--- config.mk ---
export PLATFORM = sky130hd
export DESIGN_NAME = sram_read_arbiter
export DESIGN_NICKNAME = d
export VERILOG_FILES = /design/src/rtl/sram_read_arbiter.sv
export SDC_FILE = /design/constraint.sdc
export NUM_CORES = 1
export LEC_CHECK = 0
export ABC_AREA = 1
export CORE_AREA = 3 3 156 158
export DETAILED_ROUTE_END_ITERATION = 8
export DIE_AREA = 0 0 159 161
export GPL_TIMING_DRIVEN = 1
export PLACE_DENSITY = 0.44
export SETUP_SLACK_MARGIN = 0.05
export SLEW_MARGIN = 10
export SYNTH_ARGS = -nofsm -noshare
export SYNTH_HDL_FRONTEND = slang
export SYNTH_SLANG_ARGS = --single-unit
--- constraint.sdc ---
create_clock -name clk -period 1.81 [get_ports clk]
set_input_delay 0.362 -clock clk [delete_from_list [all_inputs] [get_ports clk]]
set_output_delay 0.362 -clock clk [all_outputs]
set_load 0.02 [all_outputs]
--- src/rtl/sram_read_arbiter.sv ---
// ---------------------------------------------------------------------------
// sram_read_arbiter
//
// Shares the read channels (AR/R) of the 64-bit SRAM slave between two
// masters:
//   master 0 : IFU instruction fetch
//   master 1 : LSU load path
// The LSU write channels bypass this block entirely.
//
// Only one read is in flight at a time. A grant is taken in IDLE, which
// costs one bubble cycle. The grant is held until the R handshake of that
// read completes.
//
// Configuration macro:
//   ARB_RR_EN  defined   : a tie in IDLE goes to the master that did not win
//                          last time (round-robin, LSU wins the first tie)
//              undefined : fixed priority, LSU over IFU
//
// Ports:
//   clk, rst                  clock, synchronous active-high reset
//   ifu_ar_* / ifu_r_*        IFU read address / read data channels
//   lsu_ar_* / lsu_r_*        LSU read address / read data channels
//   s_ar_* / s_r_*            slave read address / read data channels
//
// States:
//   state    | meaning
//   ---------+------------------------------------------------------------
//   IDLE     | nothing forwarded, arbitrate among pending ar_valid
//   GNT_IFU  | IFU owns the slave: AR phase until ar_done, then R phase
//   GNT_LSU  | LSU owns the slave: AR phase until ar_done, then R phase
//   (3 / X)  | unused encoding, behaves as IDLE
// ---------------------------------------------------------------------------
module sram_read_arbiter #(
    parameter int ADDR_W = 64,
    parameter int DATA_W = 64
) (
    input  logic              clk,
    input  logic              rst,

    input  logic              ifu_ar_valid,
    output logic              ifu_ar_ready,
    input  logic [ADDR_W-1:0] ifu_ar_addr,
    output logic              ifu_r_valid,
    input  logic              ifu_r_ready,
    output logic [1:0]        ifu_r_resp,
    output logic [DATA_W-1:0] ifu_r_data,

    input  logic              lsu_ar_valid,
    output logic              lsu_ar_ready,
    input  logic [ADDR_W-1:0] lsu_ar_addr,
    output logic              lsu_r_valid,
    input  logic              lsu_r_ready,
    output logic [1:0]        lsu_r_resp,
    output logic [DATA_W-1:0] lsu_r_data,

    output logic              s_ar_valid,
    input  logic              s_ar_ready,
    output logic [ADDR_W-1:0] s_ar_addr,
    input  logic              s_r_valid,
    output logic              s_r_ready,
    input  logic [1:0]        s_r_resp,
    input  logic [DATA_W-1:0] s_r_data
);

    typedef enum logic [1:0] {
        IDLE    = 2'd0,
        GNT_IFU = 2'd1,
        GNT_LSU = 2'd2
    } state_t;

    localparam logic M_IFU = 1'b0;
    localparam logic M_LSU = 1'b1;

    state_t state, state_nxt;
    logic   ar_done, ar_done_nxt;
    logic   last_grant, last_grant_nxt;

    // Decoded grant and the selected master's request-side signals.
    logic              gnt_act;
    logic              gnt_lsu;
    logic              ar_phase;
    logic              sel_ar_valid;
    logic [ADDR_W-1:0] sel_ar_addr;
    logic              sel_r_ready;
    logic              ar_hs;
    logic              r_done;
    logic              pick_lsu;

    // -----------------------------------------------------------------------
    // State register
    // -----------------------------------------------------------------------
    always_ff @(posedge clk) begin
        if (rst) begin
            state      <= IDLE;
            ar_done    <= 1'b0;
            last_grant <= M_IFU;
        end else begin
            state      <= state_nxt;
            ar_done    <= ar_done_nxt;
            last_grant <= last_grant_nxt;
        end
    end

    // -----------------------------------------------------------------------
    // Grant decode. Encoding 3 matches neither grant, so it forwards nothing.
    // -----------------------------------------------------------------------
    always_comb begin
        gnt_act      = (state == GNT_IFU) || (state == GNT_LSU);
        gnt_lsu      = (state == GNT_LSU);
        ar_phase     = gnt_act && !ar_done;
        sel_ar_valid = gnt_lsu ? lsu_ar_valid : ifu_ar_valid;
        sel_ar_addr  = gnt_lsu ? lsu_ar_addr  : ifu_ar_addr;
        sel_r_ready  = gnt_lsu ? lsu_r_ready  : ifu_r_ready;
    end

    // -----------------------------------------------------------------------
    // Arbitration between simultaneous requests in IDLE
    // -----------------------------------------------------------------------
`ifdef ARB_RR_EN
    always_comb begin
        pick_lsu = lsu_ar_valid && (!ifu_ar_valid || (last_grant == M_IFU));
    end
`else
    always_comb begin
        pick_lsu = lsu_ar_valid;
    end
`endif

    // -----------------------------------------------------------------------
    // Channel forwarding. After the address is accepted the AR path is shut
    // so a master that keeps ar_valid high cannot issue a second read. The R
    // path is a plain passthrough for the whole grant.
    // -----------------------------------------------------------------------
    always_comb begin
        s_ar_valid   = ar_phase && sel_ar_valid;
        s_ar_addr    = gnt_act ? sel_ar_addr : '0;
        s_r_ready    = gnt_act && sel_r_ready;

        ifu_ar_ready = ar_phase && !gnt_lsu && s_ar_ready;
        lsu_ar_ready = ar_phase &&  gnt_lsu && s_ar_ready;

        ifu_r_valid  = gnt_act && !gnt_lsu && s_r_valid;
        lsu_r_valid  = gnt_act &&  gnt_lsu && s_r_valid;

        ifu_r_data   = (gnt_act && !gnt_lsu) ? s_r_data : '0;
        ifu_r_resp   = (gnt_act && !gnt_lsu) ? s_r_resp : 2'b00;
        lsu_r_data   = gnt_lsu ? s_r_data : '0;
        lsu_r_resp   = gnt_lsu ? s_r_resp : 2'b00;

        ar_hs        = s_ar_valid && s_ar_ready;
        // Same condition as the granted master's r_valid & r_ready.
        r_done       = gnt_act && s_r_valid && sel_r_ready;
    end

    // -----------------------------------------------------------------------
    // Next-state logic
    // -----------------------------------------------------------------------
    always_comb begin
        state_nxt      = state;
        ar_done_nxt    = ar_done;
        last_grant_nxt = last_grant;

        case (state)
            GNT_IFU, GNT_LSU: begin
                // Completion wins over a same-cycle address accept: the read
                // is finished either way and ar_done must start clear.
                if (r_done) begin
                    state_nxt      = IDLE;
                    ar_done_nxt    = 1'b0;
                    last_grant_nxt = gnt_lsu ? M_LSU : M_IFU;
                end else if (ar_hs) begin
                    ar_done_nxt = 1'b1;
                end
            end
            default: begin
                ar_done_nxt = 1'b0;
                if (lsu_ar_valid || ifu_ar_valid) begin
                    state_nxt = pick_lsu ? GNT_LSU : GNT_IFU;
                end else begin
                    state_nxt = IDLE;
                end
            end
        endcase
    end

endmodule

### After elaboration in Yosys (flattened, before gate mapping)

Index checks and enable logic that the tools add are counted.

| storage, ports and cells | value |
|---|---|
| bits of input ports | 202 |
| ROM bits | 0 |
| bits in latches | 0 |
| memories kept | 0 |
| register bits | 3 |
| RAM bits | 0 |
| word-level logic and storage cells | 38 |
| output and inout bits | 202 |

| cells by class | value |
|---|---|
| $add $sub $neg | 0 |
| order comparisons | 0 |
| reduce and logical (&&, ||, !) cells | 20 |
| muxes and demuxes | 12 |
| bitwise logic cells | 1 |
| shift operators | 0 |
| eq/ne operators | 3 |
| divide/modulo/power cells | 0 |
| multipliers | 0 |

Operator list:

| cell | count |
|---|---|
| two-way mux 64 bit | 4 |
| logical AND 1 bit | 14 |
| two-way mux 2 bit | 6 |
| OR reduction 3 bit | 1 |
| equality test 2 x 1 -> 1 bit, second input constant | 1 |
| equality test 2 bit, second input constant | 1 |
| logical NOT 1 bit | 2 |
| logical OR 1 bit | 2 |
| two-way mux 1 bit | 2 |
| != test 2 bit, second input constant | 1 |
| OR reduction 2 bit | 1 |
| NOT 1 bit | 1 |

### Depth between registers and ports, before layout

| depth | value |
|---|---|
| depth in word-level cells | 6 |
| depth in mapped cells | 9 |
| depth with buffers taken out | 7 |

### Worst setup path before layout

OpenSTA, ideal clock, no wires.

| timing | value |
|---|---|
| path type | reg-to-output |
| start point | reg state[0] |
| end point | out s_ar_addr[53] |
| data required time | 1.448 ns |
| path buffers | 1 |
| cell stages (with the launch flop) | 7 |
| slack | -0.048 ns |
| arrival | 1.496 ns |
| cells stage by stage | dfxtp_1 inv_1 ha_1 inv_2 clkbuf_1 o21ai_0 nor2_1 |

| between the ends | value |
|---|---|
| longest elaborated chain between the ends | 3 |
| elaborated cells on any way between the ends | 5 |
| classes of those cells | eq/ne: 2; mux: 2; reduce/logical: 1 |

Ends and longest elaborated chain:

| element | RTL line | source |
|---|---|---|
| start, declared | 74 | `state_t state, state_nxt;` |
| start signal, assigned | 98 | `state <= state_nxt;` |
| equality test 2 bit or equality test 2 x 1 -> 1 bit (tied branches) | n/a |  |
| two-way mux 64 bit or logical OR 1 bit (tied branches) | 112, 108 |  |
| two-way mux 64 bit (*) | 136 | `s_ar_addr = gnt_act ? sel_ar_addr : '0;` |
| end, declared | 58 | `output logic [ADDR_W-1:0] s_ar_addr,` |

Every way passes the cells marked *; elsewhere a longest branch is shown, timed or not.

### Final worst setup path

| timing | value |
|---|---|
| start point | reg state[0] |
| end point | out s_ar_valid |

| between the ends | value |
|---|---|
| longest elaborated chain between the ends | 4 |
| elaborated cells on any way between the ends | 6 |
| classes of those cells | eq/ne: 2; mux: 1; reduce/logical: 3 |

Ends and longest elaborated chain:

| element | RTL line | source |
|---|---|---|
| equality test 2 x 1 -> 1 bit or equality test 2 bit (tied branches) | n/a |  |
| logical OR 1 bit | 108 | `gnt_act = (state == GNT_IFU) \|\| (state == GNT_LSU);` |
| logical AND 1 bit | 110 | `ar_phase = gnt_act && !ar_done;` |
| logical AND 1 bit (*) | 135 | `s_ar_valid = ar_phase && sel_ar_valid;` |
| end, declared | 56 | `output logic s_ar_valid,` |

Marked as above.

==> summary.txt <==
Setup path
  – Critical path type: flop to output pin
  – Type of origin of the critical path: flop
  – Worst Path Max Fanout: 7
  – Crit path arrival time: 1.59 ns
  – R2R Path End: ar_done
  – Req. time, crit path: 1.45 ns
  – Worst reg-to-reg path cell count: 10
  – R2r startpoint: state[0]
  – R2r setup slk: 0.28 ns
  – Worst Setup End Kind: output pin
  – CP startpoint: state[0]

Synth
  – Mapped Area: 2240 um^2
  – Largest family of logic cells by synthesized area: simple AND/OR/NAND/NOR gates
  – Number of synthesized flops with an enable pin: 0
  – Xor/xnor cell area share of the yosys netlist: 0
  – Syn Area/Cell: 4.21 um^2
  – Top-count cell post-synth: nand2_1
  – Yosys reg bits: 3
  – Mux share of post-synthesis cell area: 0
  – Synth Area in Simple Gates: 0.483
  – Synth cell types: 18
  – Sequential area share after synthesis: 0.0268
  – Main flop type after synthesis: dfxtp_1
  – Post-synth top cells: nand2_1, inv_1, nor2_1
  – Synth top area share: 0.241
  – Leading post-synthesis cells by cell area: nand2_1, inv_1, nor2_1
  – Dominant cell type by area after synthesis: nand2_1
  – YS warnings: 0
  – Syn Inst Count: 533
  – Synth Area in Compound Gates: 0.145
  – Synth async-reset ratio: 0
  – Adder-cell share of the synthesized area: 0.0167
  – Synthesized Nets: 738

Clock tree
  – Root Buffer: clkbuf_16
  – Clk_lat worst skew: 0.22 ns
  – Clk pin slew, worst setup/hold paths: 0.03 ns
  – Clk buf depth: 2
  – # H-tree levels: 1
  – CTS buffer count: 3
  – # clock sinks: 3
  – CTS tree: yes

Timing
  – Clk_skew: 0.00106 ns
  – Final setup margin: -0.138 ns
  – Worst slew pin tran: 0.282 ns
  – RSZ-0062 raised after global routing: true
  – Worst slew margin: 0.812
  – Final-report setup violation count: 90
  – Fin crit share: 1.08
  – Min Tclk post-route: 1.95 ns
  – Slew Viols, Final: 0
  – FMAX: 0.513 GHz
  – Final hold vios: 0

Floorplan
  – Die Y: 161 um
  – Width of the die: 159 um
  – Num rows: 56
  – I/O pin cnt: 404
  – Initial core utilization: 0.0964
  – Core area: 23300 um^2
  – Total die area: 25600 um^2

Global routing
  – Vias in the first global route: 4576
  – First-pass GRT wire length: 27700 um
  – Total track usage: 0.136
  – Largest net degree at the start of global routing: 21
  – Antenna violations before repair: 0
  – GRT overflow: 0

Pwr
  – IR drop worst, VDD: 237 uV
  – Total power: 3.23 mW
  – Pwr/cell area: 405 nW/um^2
  – Leak: 4.46 nW

Layout
  – N_diodes: 0
  – Utilization after layout: 0.344
  – Layout area overhead: 257%
  – Fill cells: 2521
  – Finished Cell Area: 7990 um^2
  – Final Net Count: 1173
  – Fraction of layout cells with a size suffix above 1: 0.456

Placed design
  – # port buffers: 403
  – HPWL Detailed: 14100 um
  – Post-DP Area: 6970 um^2
  – Routability cong.: 0.840

Route
  – Vias post-DR: 4604
  – Vias per cell: 3.58
  – Initial drt markers: 154
  – Drt wl/cell: 14.8 um
  – Detail Route Antenna Nets: 0
  – Post-route DRC violation count: 0
  – Drt pass-1 iters: 4
  – Routed wire length: 19000 um

Worst hold path
  – Hold Path Class: flop to flop
  – Hold Path Origin: ar_done
  – Worst Hold End: ar_done
  – Cell count of the worst hold path: 2

Run status
  – Violated checks: negative setup slack
  – Status: finished, violations left

Run
  – Max Cap Viol: 0
logic make-up (layout without fill, tap and decap cells):
logic type / count (synthesis) / after routing
AND/OR/NAND/NOR: 285 / 285
flip-flops: 3 / 3
buffers and inverters: 177 / 611
adder cells (fa/ha/maj): 3 / 3
AO/OA/AOI/OAI: 65 / 65
final cells by class:
cell class,count,area [um^2],area share
inverters,142,548,0.0686
well taps,319,399,0.0499
clock buffers,4,78.8,0.00986
repair buffers,465,4880,0.610
flip-flops and latches,3,65.1,0.00814
multi-input cells,353,2030,0.254
per-stage QoR:
step | worst slack [ns] | std cells | TNS [ns] | hold WS [ns]
6_report | -0.138 | 1286 | -5.43 | 0.475
5_1_grt | -0.201 | 1286 | -11.07 | 0.522
4_1_cts | -0.163 | 1276 | -5.21 | 0.478
3_5_place_dp | -0.488 | 1246 | -49.00 | 0.441
3_3_place_gp | -0.465 | 1246 | -48.66 | 0.437
2_1_floorplan | 0.0314 | 533 | 0 | 0.426
repair_timing:
item,4_1_cts,5_1_grt
pin swaps,37,4
resized for setup,1104,167
hold buffers,0,0
setup endpoints to repair,202,167
buffers inserted,12,5
hold endpoints to repair,0,0
cloned,14,5
routing by layer:
metal  global-route usage  vias up  wire (um)
li1                     -     2378          -
met1                0.158     1998       7500
met2                0.255      208       9910
met3               0.0303       20       1250
met4               0.0310        0        369
met5                    0        -          0
state kept, by name, summed over array words and instances, names as in the netlist:
register,flops
state,2
ar_done,1
worst max-delay path, stage by stage (launching register included):
cell and delay (ns):
dfxtp_2 0.31, inv_2 0.07, buf_6 0.10, ha_4 0.22, buf_6 0.16, buf_16 0.14
nand2_4 0.05, nand2_4 0.06, and2_4 0.13, buf_6 0.11
layout by cell type (no fill, tap or decap), drive strengths merged:
| master | instances |
|---|---|
| a21oi | 1 |
| and2 | 1 |
| buf | 259 |
| clkbuf | 9 |
| clkdlybuf4s50 | 201 |
| dfxtp | 3 |
| ha | 3 |
| inv | 142 |
| nand2 | 144 |
| nand3 | 5 |
| nand3b | 1 |
| nor2 | 134 |
| o21ai | 64 |
worst max path at each step:
stage,to,slack (ns),cells after the start
6_report,s_ar_valid,-0.14,9
5_1_grt,s_ar_valid,-0.20,9
4_1_cts,s_r_ready,-0.16,9
3_5_place_dp,s_ar_addr[54],-0.49,6
3_3_place_gp,s_ar_addr[54],-0.46,6
2_1_floorplan,s_ar_addr[10],0.03,6
power breakdown:
group          internal, mW  switching (mW)  total [mW]
Sequential           0.0710         0.00521      0.0762
Combinational          1.44            1.37        2.81
Clock                 0.290          0.0589       0.349
No activity file was read; power rests on OpenSTA's default activity.
